--- src/rtl/camara_sccb_config.sv ---
// Camera power-up sequencer and SCCB register writer for the Camara capture path.
// Build macro CAM_CFG_DELAY_EN: table entries with reg 8'hFE become idle delays.

module camara_sccb_config #(
    parameter int unsigned CLK_DIV   = 250,
    parameter logic [7:0]  DEV_ID    = 8'h42,
    parameter int unsigned RESET_CYC = 100000,
    parameter int unsigned BOOT_CYC  = 100000,
    parameter int unsigned GAP_CYC   = 1000,
    parameter int unsigned MS_CYC    = 100000
) (
    input  logic        clk,
    input  logic        rst,
    input  logic        start,
    output logic [7:0]  cfg_addr,
    input  logic [15:0] cfg_data,
    output logic        sioc,
    output logic        siod_o,
    output logic        siod_oe,
    output logic        cam_reset,
    output logic        cam_pwdn,
    output logic        busy,
    output logic        done
);

    localparam int DIV_W = (CLK_DIV > 1) ? $clog2(CLK_DIV) : 1;
    localparam logic [DIV_W-1:0] DIV_LAST = DIV_W'(CLK_DIV - 1);

    typedef enum logic [3:0] {
        S_IDLE,
        S_PWR,
        S_BOOT,
        S_FETCH,
        S_SAMPLE,
        S_START,
        S_SEND,
        S_STOP,
        S_GAP,
        S_DELAY,
        S_DONE
    } state_t;

    state_t            state, state_nxt;
    logic [31:0]       cnt, cnt_nxt;
    logic [DIV_W-1:0]  div_cnt, div_nxt;
    logic [1:0]        qtr, qtr_nxt;
    logic [4:0]        bit_idx, bit_nxt;
    logic [15:0]       entry, entry_nxt;
    logic [7:0]        addr_nxt;
    logic              sioc_c, siod_c, oe_c;

    logic              tick, qtr_last, tbl_end, x_bit;
    logic [26:0]       frame;
    logic [31:0]       delay_cyc;
    state_t            adv_state;
    logic [7:0]        adv_addr;

    assign tick      = (div_cnt == DIV_LAST);
    assign qtr_last  = tick && (qtr == 2'd3);
    assign tbl_end   = (cfg_addr == 8'hFF);
    assign adv_state = tbl_end ? S_DONE : S_FETCH;
    assign adv_addr  = tbl_end ? cfg_addr : cfg_addr + 8'd1;
    assign frame     = {DEV_ID, 1'b1, entry[15:8], 1'b1, entry[7:0], 1'b1};
    assign x_bit     = (bit_idx == 5'd8) || (bit_idx == 5'd17)
                    || (bit_idx == 5'd26);
    assign delay_cyc = 32'(cfg_data[7:0]) * MS_CYC;

    always_comb begin
        state_nxt = state;
        cnt_nxt   = cnt;
        div_nxt   = '0;
        qtr_nxt   = qtr;
        bit_nxt   = bit_idx;
        entry_nxt = entry;
        addr_nxt  = cfg_addr;
        sioc_c    = 1'b1;
        siod_c    = 1'b1;
        oe_c      = 1'b1;

        // Quarter-bit timebase only runs while a frame is on the bus
        if (state inside {S_START, S_SEND, S_STOP}) begin
            if (tick) begin
                qtr_nxt = qtr + 2'd1;
            end else begin
                div_nxt = div_cnt + DIV_W'(1);
            end
        end

        unique case (state)
            S_IDLE, S_DONE: begin
                if (start) begin
                    state_nxt = S_PWR;
                    cnt_nxt   = '0;
                    addr_nxt  = '0;
                end
            end
            S_PWR: begin
                if (cnt + 32'd1 >= RESET_CYC) begin
                    state_nxt = S_BOOT;
                    cnt_nxt   = '0;
                end else begin
                    cnt_nxt = cnt + 32'd1;
                end
            end
            S_BOOT: begin
                if (cnt + 32'd1 >= BOOT_CYC) begin
                    state_nxt = S_FETCH;
                    cnt_nxt   = '0;
                end else begin
                    cnt_nxt = cnt + 32'd1;
                end
            end
            S_FETCH: begin
                state_nxt = S_SAMPLE;
            end
            S_SAMPLE: begin
                entry_nxt = cfg_data;
                qtr_nxt   = '0;
                bit_nxt   = '0;
                cnt_nxt   = delay_cyc;
                if (cfg_data == 16'hFFFF) begin
                    state_nxt = S_DONE;
`ifdef CAM_CFG_DELAY_EN
                end else if (cfg_data[15:8] == 8'hFE) begin
                    if (cfg_data[7:0] == 8'd0) begin
                        state_nxt = adv_state;
                        addr_nxt  = adv_addr;
                    end else begin
                        state_nxt = S_DELAY;
                    end
`endif
                end else begin
                    state_nxt = S_START;
                end
            end
            S_START: begin
                sioc_c = ~qtr[1];
                siod_c = (qtr == 2'd0);
                if (qtr_last) begin
                    state_nxt = S_SEND;
                    bit_nxt   = '0;
                end
            end
            S_SEND: begin
                sioc_c = (qtr == 2'd1) || (qtr == 2'd2);
                siod_c = x_bit ? 1'b1 : frame[5'd26 - bit_idx];
                oe_c   = ~x_bit;
                if (qtr_last) begin
                    if (bit_idx == 5'd26) begin
                        state_nxt = S_STOP;
                    end else begin
                        bit_nxt = bit_idx + 5'd1;
                    end
                end
            end
            S_STOP: begin
                sioc_c = (qtr != 2'd0);
                siod_c = qtr[1];
                if (qtr_last) begin
                    state_nxt = S_GAP;
                    cnt_nxt   = '0;
                end
            end
            S_GAP: begin
                if (cnt + 32'd1 >= GAP_CYC) begin
                    state_nxt = adv_state;
                    addr_nxt  = adv_addr;
                end else begin
                    cnt_nxt = cnt + 32'd1;
                end
            end
            S_DELAY: begin
                if (cnt <= 32'd1) begin
                    state_nxt = adv_state;
                    addr_nxt  = adv_addr;
                end else begin
                    cnt_nxt = cnt - 32'd1;
                end
            end
            default: begin
                state_nxt = S_IDLE;
            end
        endcase
    end

    always_ff @(posedge clk or negedge rst) begin
        if (!rst) begin
            state     <= S_IDLE;
            cnt       <= '0;
            div_cnt   <= '0;
            qtr       <= '0;
            bit_idx   <= '0;
            entry     <= '0;
            cfg_addr  <= '0;
            sioc      <= 1'b1;
            siod_o    <= 1'b1;
            siod_oe   <= 1'b1;
            cam_reset <= 1'b0;
            cam_pwdn  <= 1'b1;
            busy      <= 1'b0;
            done      <= 1'b0;
        end else begin
            state     <= state_nxt;
            cnt       <= cnt_nxt;
            div_cnt   <= div_nxt;
            qtr       <= qtr_nxt;
            bit_idx   <= bit_nxt;
            entry     <= entry_nxt;
            cfg_addr  <= addr_nxt;
            sioc      <= sioc_c;
            siod_o    <= siod_c;
            siod_oe   <= oe_c;
            // Pin/status flags track the state being entered, not the one left
            cam_reset <= !(state_nxt inside {S_IDLE, S_PWR});
            cam_pwdn  <= (state_nxt == S_IDLE);
            busy      <= !(state_nxt inside {S_IDLE, S_DONE});
            done      <= (state_nxt == S_DONE);
        end
    end

endmodule
--- config.mk ---
export PLATFORM = sky130hd
export DESIGN_NAME = camara_sccb_config
export DESIGN_NICKNAME = d
export VERILOG_FILES = /design/src/rtl/camara_sccb_config.sv
export SDC_FILE = /design/constraint.sdc
export NUM_CORES = 1
export LEC_CHECK = 0
export ABC_AREA = 1
export BUFFER_PORTS_ARGS = -buffer_cell sky130_fd_sc_hd__buf_2
export CAP_MARGIN = 20
export CORE_MARGIN = 3
export CORE_UTILIZATION = 25
export CTS_BUF_LIST = sky130_fd_sc_hd__clkbuf_2
export CTS_CLUSTER_DIAMETER = 60
export CTS_CLUSTER_SIZE = 20
export DETAILED_ROUTE_END_ITERATION = 16
export PLACE_DENSITY = 0.42
export SYNTH_ARGS = -nofsm -noshare
export SYNTH_HDL_FRONTEND = slang
export SYNTH_SLANG_ARGS = --single-unit
--- constraint.sdc ---
create_clock -name clk -period 2.1 [get_ports clk]
set_input_delay 0.105 -clock clk [delete_from_list [all_inputs] [get_ports clk]]
set_output_delay 0.105 -clock clk [all_outputs]
set_load 0.05 [all_outputs]
==> summary.md, run 1 <==
| Metric | Value |
|---|---|
| Post-synthesis cell type count | `between 50 and 60` |
| Clk_skew | `0.08905 ns` |
| Hold Path End | `cnt[7]$_DFFE_PN0P_` |
| CTS Root Buffer Type | `clkbuf_2` |
| Multi-input logic area | `between 6000 and 7000 µm²` |
| Slew @ Worst Pin | `0.6112 ns` |
| Crit path max fanout | `8` |
| GP Congestion | `approximately 0.88` |
| TritonCTS buffer count | `9` |
| DPL Wire Length | `about 24 mm` |
| Final #Nets | `1707` |
| Fmax | `0.3839 GHz` |
| WL per Instance | `14.77 µm` |
| Startpoint Class | `flop` |
| Hold Path Class | `in2reg` |
| P&R area growth vs syn | `55.31%` |
| Setup TNS | `-20.58 ns` |
| Fin. Hold Viols | `0` |
| Rel. slew slack | `58.98%` |
| Remaining DRCs | `0` |
| Vias | `around 9200` |
| Final Cycle Share | `124.0%` |
| Crit end category | `flop` |
| Register area | `just over 2000 µm²` |
| Vias/cell | `4.506` |
| Row cnt | `65` |
| Routed wire length | `30.30 mm` |
| Initial antenna violation count | `1` |
| Layout cell share with drive strength beyond 1 | `40.50%` |
| Yosys Warn Count | `0` |
| Final Core Density | `just under 40%` |
| Flop2flop setup slack | `-0.50 ns` |
| Finish-stage setup viols | `47` |
| # port buffers | `33` |
| Total gr overflow | `0` |
| Post-DRT Antenna Nets | `0` |
| Clock sink count | `82` |
| Ports | `34` |
| Failing checks | `negative setup slack` |
| PnR worst setup slack | `-0.5049 ns` |
| Syn nets | `1345` |
| Fillers | `3359` |
| Number of flops mapped to enable cells by yosys | `0` |
| DIE AREA | `~35000 µm²` |
| Peak supply drop | `0.6526 mV` |
| Starting density of the core | `25.62%` |
| Ys async rst share | `between 90% and 100%` |
| Vias in the first global route | `roughly 9300` |
| Worst skew pair latency | `~0.70 ns` |
| Post-synthesis sequential area ratio | `25.25%` |
| Htree depth | `3` |
| Chip height | `~190 µm` |
| Launch point of the worst reg-to-reg path | `cnt[1]$_DFFE_PN0P_` |
| Synth Area per Inst | `6.529 µm²` |
| Hold path cells | `7` |
| MaxCap Viol Count | `0` |
| PwrDens | `1309 nW/µm²` |
| Total track usage | `17.47%` |
| P_leak | `approximately 6.2 nW` |
| Reg-to-Reg End | `cnt[17]$_DFFE_PN0P_` |
| Status | `finished, violations left` |
| Initial drt markers | `494` |
| Final max-slew violation count | `0` |
| Crit Path Category | `reg2reg` |
| Netlist Area Pre-Place | `8148 µm²` |
| Cell count after synthesis | `1248` |
| Critical path's slowest cell | `dfrtp_2` |
| FF+latch count, synth | `82` |
| CP max stage delay | `0.49 ns` |
| First-pass GRT wire length | `48.70 mm` |
| Clock transition at path regs | `0.35 ns` |
| Crit-path cells | `ha_4 > nand2_4 > nor2_4 > buf_6 > nand4_1 > nand2_2 > nand3_2 > nor2_2 > nand2_1 > nor2_2 > buf_6 > nand3_4 > nand2_4 > nand3_4 > clkinv_8 > buf_12 > buf_16 > o21ai_2` |
| Drt pass-1 iters | `7` |
| Min cycle time layout | `between 2 and 3 ns` |
| Unrepaired setup endpoints after global routing | `true` |
| Synth Flop Type | `dfrtp_1` |
| CTS tree | `built` |
| Core area | `31800 µm²` |
| CP required | `2.68 ns` |
| Depth of the most critical reg-to-reg path | `18` |
| Clk buf depth | `2` |
| Worst path arrival time | `3.19 ns` |
| Largest net degree at the start of global routing | `83` |
| Hold Crit Start | `cfg_data[2]` |
| DIE WIDTH | `~190 µm` |
[flip-flops by register name, summed over array words and instances, names as in the netlist]
signal / count
bit_idx: 5
busy: 1
div_cnt: 8
qtr: 2
siod_oe: 1
state: 4
cam_pwdn: 1
siod_o: 1
entry: 16
sioc: 1
cnt: 32
done: 1
cam_reset: 1
cfg_addr: 8
[cell families after synthesis]
logic type	Yosys count	synth area share, %
xor+xnor	15	1.612
fa+ha+maj	78	13.08
simple gates	693	36.78
flops	82	25.25
compound gates	185	13.38
buf+inv	195	9.905
[synth_stat cells, drive strengths merged, types with 3 or more instances]
| library cell | n | area (µm²) |
|---|---|---|
| fa | 12 | 240.2 |
| nand2 | 361 | 1378 |
| o211ai | 5 | 37.54 |
| nand4 | 25 | 156.4 |
| o21ai | 97 | 556.8 |
| a21oi | 52 | 260.3 |
| nor3b | 3 | 22.52 |
| ha | 66 | 825.8 |
| xor2 | 11 | 96.34 |
| o31ai | 3 | 22.52 |
| nor2 | 173 | 734.5 |
| buf | 16 | 130.1 |
| nand3 | 94 | 488.0 |
| nor3 | 18 | 95.09 |
| a31oi | 6 | 37.54 |
| dfrtp | 78 | 1952 |
| clkbuf | 9 | 33.78 |
| xnor2 | 4 | 35.03 |
| nand3b | 3 | 22.52 |
| nor4 | 6 | 37.54 |
| inv | 168 | 630.6 |
| o22ai | 4 | 25.02 |
| or2 | 8 | 50.05 |
| dfstp | 4 | 105.1 |
[routing by layer]
metal | wire length (µm) | GRT usage (%) | vias to the layer above
met4 | 684 | 5.147 | 0
met2 | 14370 | 29.61 | 133
li1 | - | - | 4793
met1 | 14400 | 23.61 | 4284
met5 | 0 | 0 | -
met3 | 850 | 1.803 | 32
[stage by stage]
| step | setup slack, ns | power, mW | hold WS [ns] | instance area (µm²) | std cells |
|---|---|---|---|---|---|
| 3_5_place_dp | -1.183 | 12.98 | 0.1926 | 11280 | 1981 |
| 6_report | -0.5049 | 16.56 | 0.09441 | 12650 | 2051 |
| 5_1_grt | -0.6967 | 17.99 | 0.09082 | 12650 | 2051 |
| 3_3_place_gp | -1.084 | 12.98 | 0.1930 | 11280 | 1981 |
| 4_1_cts | -0.5785 | 15.83 | 0.03045 | 12210 | 2040 |
| 2_1_floorplan | -0.7704 | 8.175 | -0.1906 | 8531 | 1248 |
[power by group]
| group | total [mW] | switching, mW | leakage, nW | internal (mW) |
|---|---|---|---|---|
| clock | 1.14 | 0.725 | 0.0890 | 0.419 |
| combinational | 13.0 | 6.92 | 5.08 | 6.08 |
| sequential | 2.42 | 0.370 | 1.07 | 2.05 |
[critical path, delay by kind of cell, from the launching register on]
family          cells  cell delay (ns)
flops               1             0.49
buf+inv             5             0.65
simple gates       11             1.15
compound gates      1             0.05
fa+ha+maj           1             0.15
[worst max-delay path by stage]
| stage | startpoint | endpoint | slack, ns | depth (start not counted) |
|---|---|---|---|---|
| floorplan | cfg_data[3] | cnt[23]$_DFFE_PN0P_ | -0.77 | 18 |
| global placement | cfg_data[6] | cnt[24]$_DFFE_PN0P_ | -1.08 | 20 |
| detailed placement | cfg_data[3] | cnt[23]$_DFFE_PN0P_ | -1.18 | 19 |
| CTS | cnt[1]$_DFFE_PN0P_ | cnt[17]$_DFFE_PN0P_ | -0.58 | 18 |
| global route | cnt[1]$_DFFE_PN0P_ | cnt[17]$_DFFE_PN0P_ | -0.70 | 18 |
| finish | cnt[1]$_DFFE_PN0P_ | cnt[17]$_DFFE_PN0P_ | -0.50 | 18 |
[area by class of cell]
| type | instances | area share (%) |
|---|---|---|
| Multi-Input combinational cell | 971 | 49.09 |
| Timing Repair Buffer | 376 | 23.86 |
| Sequential cell | 82 | 16.36 |
| Inverter | 170 | 5.201 |
| Tap cell | 435 | 4.301 |
| Clock inverter | 6 | 0.7712 |
| Clock buffer | 10 | 0.3955 |
| Antenna cell | 1 | 0.01977 |
[cell usage in the layout (no fill, tap or decap), types with 13 or more instances in the layout]
cell type	netlist	final
o21ai_1	15	33
nand2_2	6	66
o21ai_0	63	37
nor2_4	7	32
inv_1	165	143
nand3_1	92	76
nand2_1	354	289
o21ai_2	19	27
dfrtp_1	78	67
a21oi_1	52	41
ha_1	66	43
nand4_1	25	25
nor3_1	17	13
buf_6	7	15
nor2_2	13	35
buf_2	5	32
buf_4	3	298
inv_2	3	23
nand3_2	1	15
nor2_1	153	106
ha_4	0	21
dlygate4sd3_1	0	19
[timing repair]
action / 4_1_cts / 5_1_grt
setup buffers: 20 / 13
endpoints found under the hold margin: 99 / 0
pin swaps: 44 / 67
gates resized for setup: 97 / 124
setup endpoints to repair: 47 / 54
cloned: 5 / 1
hold buffers: 19 / 0
Note: power is estimated with default switching activity, not from simulation.
==> run 2: changes to the inputs <==
--- a/config.mk
+++ b/config.mk
@@ -15,6 +15,7 @@
 export CTS_CLUSTER_SIZE = 20
 export DETAILED_ROUTE_END_ITERATION = 16
 export PLACE_DENSITY = 0.42
+export SKIP_LAST_GASP = 1
 export SYNTH_ARGS = -nofsm -noshare
 export SYNTH_HDL_FRONTEND = slang
 export SYNTH_SLANG_ARGS = --single-unit
==> run 2 against run 1 <==
  * The flow still finishes with violations (negative setup slack)
  * Design area about the same
  * Count of clock-buffer cells in the layout unchanged
  * Register-to-register slack about the same
  * Sequential power about the same
  * Sequential cell count unchanged
  * Die area unchanged
  * Critical path depth unchanged
  * Critical path type unchanged
  * Critical endpoint unchanged
==> summary.md, run 2 (synthesized netlist as in run 1, its figures left out) <==
| Metric | Value |
|---|---|
| Crit path max fanout | `8 (unchanged)` |
| Power, Total | `16.54 mW (-0.12%)` |
| Hold Path Class | `in2reg` |
| Crit-path most repeated cell | `nand2_1` |
| Layout cell share with drive strength beyond 1 | `40.37% (-0.12 points)` |
| WL per Instance | `14.78 µm (about the same)` |
| Clk_skew | `0.08801 ns (-0.001045 ns)` |
| Design Area, Final | `12650 µm² (about the same)` |
| Startpoint Class | `flop` |
| Vias in the first global route | `9320 (unchanged)` |
| Inst Count DP | `1981 (unchanged)` |
| Depth of the most critical reg-to-reg path | `18 (unchanged)` |
| Routed wire length | `30.32 mm (about the same)` |
| Hold path cells | `7 (unchanged)` |
| Final #Nets | `1707 (unchanged)` |
| CTS tree | `built` |
| Total gr overflow | `0 (unchanged)` |
| Rel. slew slack | `58.98% (unchanged)` |
| Crit Path Category | `reg2reg` |
| Largest net degree at the start of global routing | `83 (unchanged)` |
| Min cycle time layout | `2.611 ns (+0.005670 ns)` |
| First-pass GRT wire length | `48.70 mm (unchanged)` |
| Most frequent cells in the layout | `298 x buf_4, 289 x nand2_1, 143 x inv_1` |
| MaxCap Viol Count | `0 (unchanged)` |
| Vias | `9248 (+0.065%)` |
| Clock sink count | `82 (unchanged)` |
| TritonCTS buffer count | `9 (unchanged)` |
| Crit-path cells | `ha_4 > buf_4 > nand3_2 > nand2_1 > nand2_1 > nand2_1 > nand2_1 > inv_1 > nand4_1 > nand2_2 > nor2_4 > nand3_4 > nand2_4 > nand3_4 > clkinv_8 > buf_12 > buf_16 > o21ai_2` |
| Regs by FF count | `cnt: 32 flops, entry: 16 flops` |
| CP max stage delay | `0.52 ns (+0.03 ns)` |
| Crit end category | `flop` |
| Largest reg by FF count | `cnt` |
| Fmax | `0.3831 GHz (-0.22%)` |
| Unrepaired setup endpoints after global routing | `true` |
| Drt pass-1 iters | `5 (-2)` |
| Status | `finished, violations left` |
| Largest register FFs | `32 (unchanged)` |
| Remaining DRCs | `0 (unchanged)` |
| Setup TNS | `-20.68 ns (-0.1025 ns)` |
| Launch point of the worst reg-to-reg path | `cnt[1]$_DFFE_PN0P_` |
| Hold Path End | `cnt[7]$_DFFE_PN0P_` |
| Core area | `31800 µm² (unchanged)` |
| Row cnt | `65 (unchanged)` |
| Worst skew pair latency | `0.69 ns (about the same)` |
| P&R area growth vs syn | `55.21% (about the same)` |
| DIE WIDTH | `186.5 µm (unchanged)` |
| DIE AREA | `34790 µm² (unchanged)` |
| Slew @ Worst Pin | `0.6112 ns (unchanged)` |
| Failing checks | `negative setup slack` |
| Fin cells | `2051 (unchanged)` |
| Commonest non-fill, non-tap cell in the layout | `buf_4` |
| GP Congestion | `0.8811 (unchanged)` |
| Critical path's slowest cell | `dfrtp_2` |
| Vias/cell | `4.509 (about the same)` |
| P_leak | `6.233 nW (about the same)` |
| Total track usage | `17.47% (unchanged)` |
| Initial antenna violation count | `1 (unchanged)` |
| Ports | `34 (unchanged)` |
| Finish-stage setup viols | `47 (unchanged)` |
| PnR worst setup slack | `-0.5106 ns (-0.005670 ns)` |
| Initial drt markers | `527 (+6.7%)` |
| CTS Root Buffer Type | `clkbuf_2` |
| Peak supply drop | `0.6473 mV (-0.81%)` |
| Chip height | `186.5 µm (unchanged)` |
| Clk buf depth | `2 (unchanged)` |
| Starting density of the core | `25.62% (unchanged)` |
| Htree depth | `3 (unchanged)` |
| Post-DRT Antenna Nets | `0 (unchanged)` |
| Worst Hold Slack | `0.09360 ns (-0.0008100 ns)` |
| Fillers | `3357 (-0.060%)` |
| # port buffers | `33 (unchanged)` |
| Reg-to-Reg End | `cnt[17]$_DFFE_PN0P_` |
| Flop2flop setup slack | `-0.51 ns (about the same)` |
| Clock transition at path regs | `0.35 ns (about the same)` |
| Final max-slew violation count | `0 (unchanged)` |
| Placed cell area | `11280 µm² (unchanged)` |
| PwrDens | `1308 nW/µm² (about the same)` |
| Final Cycle Share | `124.3% (+0.27 points)` |
| CP required | `2.68 ns (about the same)` |
| DPL Wire Length | `24.00 mm (unchanged)` |
| Hold Crit Start | `cfg_data[2]` |
| Worst path arrival time | `3.19 ns (about the same)` |
| Fin. Hold Viols | `0 (unchanged)` |
## run 2: cell count changes in the layout (fill, tap and decap cells not counted)
| cell | change |
|---|---|
| a21oi_1 | +1 |
| a21oi_2 | -1 |
| nand3_1 | +1 |
| nand3_2 | -1 |
## run 2: worst max-delay path: cells and delay by family, from the launching register on
kind | cells | cell delay [ns]
compound gates | 1 | 0.05
fa+ha+maj | 1 | 0.18
buf+inv | 5 | 0.58
flops | 1 | 0.52
simple gates | 11 | 1.15
## run 2: worst max path at each step
| stage | start | end | slack [ns] | cells after the start |
|---|---|---|---|---|
| after global routing | cnt[1]$_DFFE_PN0P_ | cnt[17]$_DFFE_PN0P_ | -0.70 | 18 |
| final | cnt[1]$_DFFE_PN0P_ | cnt[17]$_DFFE_PN0P_ | -0.51 | 18 |
| after floorplan | cfg_data[3] | cnt[23]$_DFFE_PN0P_ | -0.77 | 18 |
| after detailed placement | cfg_data[3] | cnt[23]$_DFFE_PN0P_ | -1.18 | 19 |
| after CTS | cnt[1]$_DFFE_PN0P_ | cnt[17]$_DFFE_PN0P_ | -0.58 | 18 |
| after global placement | cfg_data[6] | cnt[24]$_DFFE_PN0P_ | -1.08 | 20 |
## run 2: timing repair
item	CTS	global route
endpoints found under the setup margin	47	54
pin swaps	44	67
buffers inserted	20	13
hold buffers	19	0
hold endpoints to repair	99	0
resized for setup	97	122
cloned	5	1
## run 2: final cells by class
class / instances / area (µm²) / share of cell area [%]
Timing Repair Buffer: 376 / 3019 / 23.87
Multi-Input combinational cell: 971 / 6203 / 49.06
Inverter: 170 / 658.1 / 5.204
Clock buffer: 10 / 50.05 / 0.3958
Sequential cell: 82 / 2071 / 16.37
Tap cell: 435 / 544.3 / 4.304
Antenna cell: 1 / 2.502 / 0.01979
Clock inverter: 6 / 97.59 / 0.7717
## run 2: layer usage
| layer | track usage, % | wire [µm] |
|---|---|---|
| met1 | 23.61 | 14530 |
| met3 | 1.803 | 749 |
| met2 | 29.61 | 14340 |
| met4 | 5.147 | 690 |
| met5 | 0 | 0 |
## run 2: power by group
part	total [mW]	switching (mW)	internal, mW
Sequential	2.42	0.371	2.05
Combinational	13.0	6.90	6.08
Clock	1.14	0.724	0.419
## run 2: stage by stage
stage	utilization [%]	setup WS, ns
after detailed placement	35.49	-1.183
after floorplan	-	-0.7704
after global placement	35.49	-1.084
final	39.77	-0.5106
after CTS	38.41	-0.5785
after global routing	39.77	-0.6967
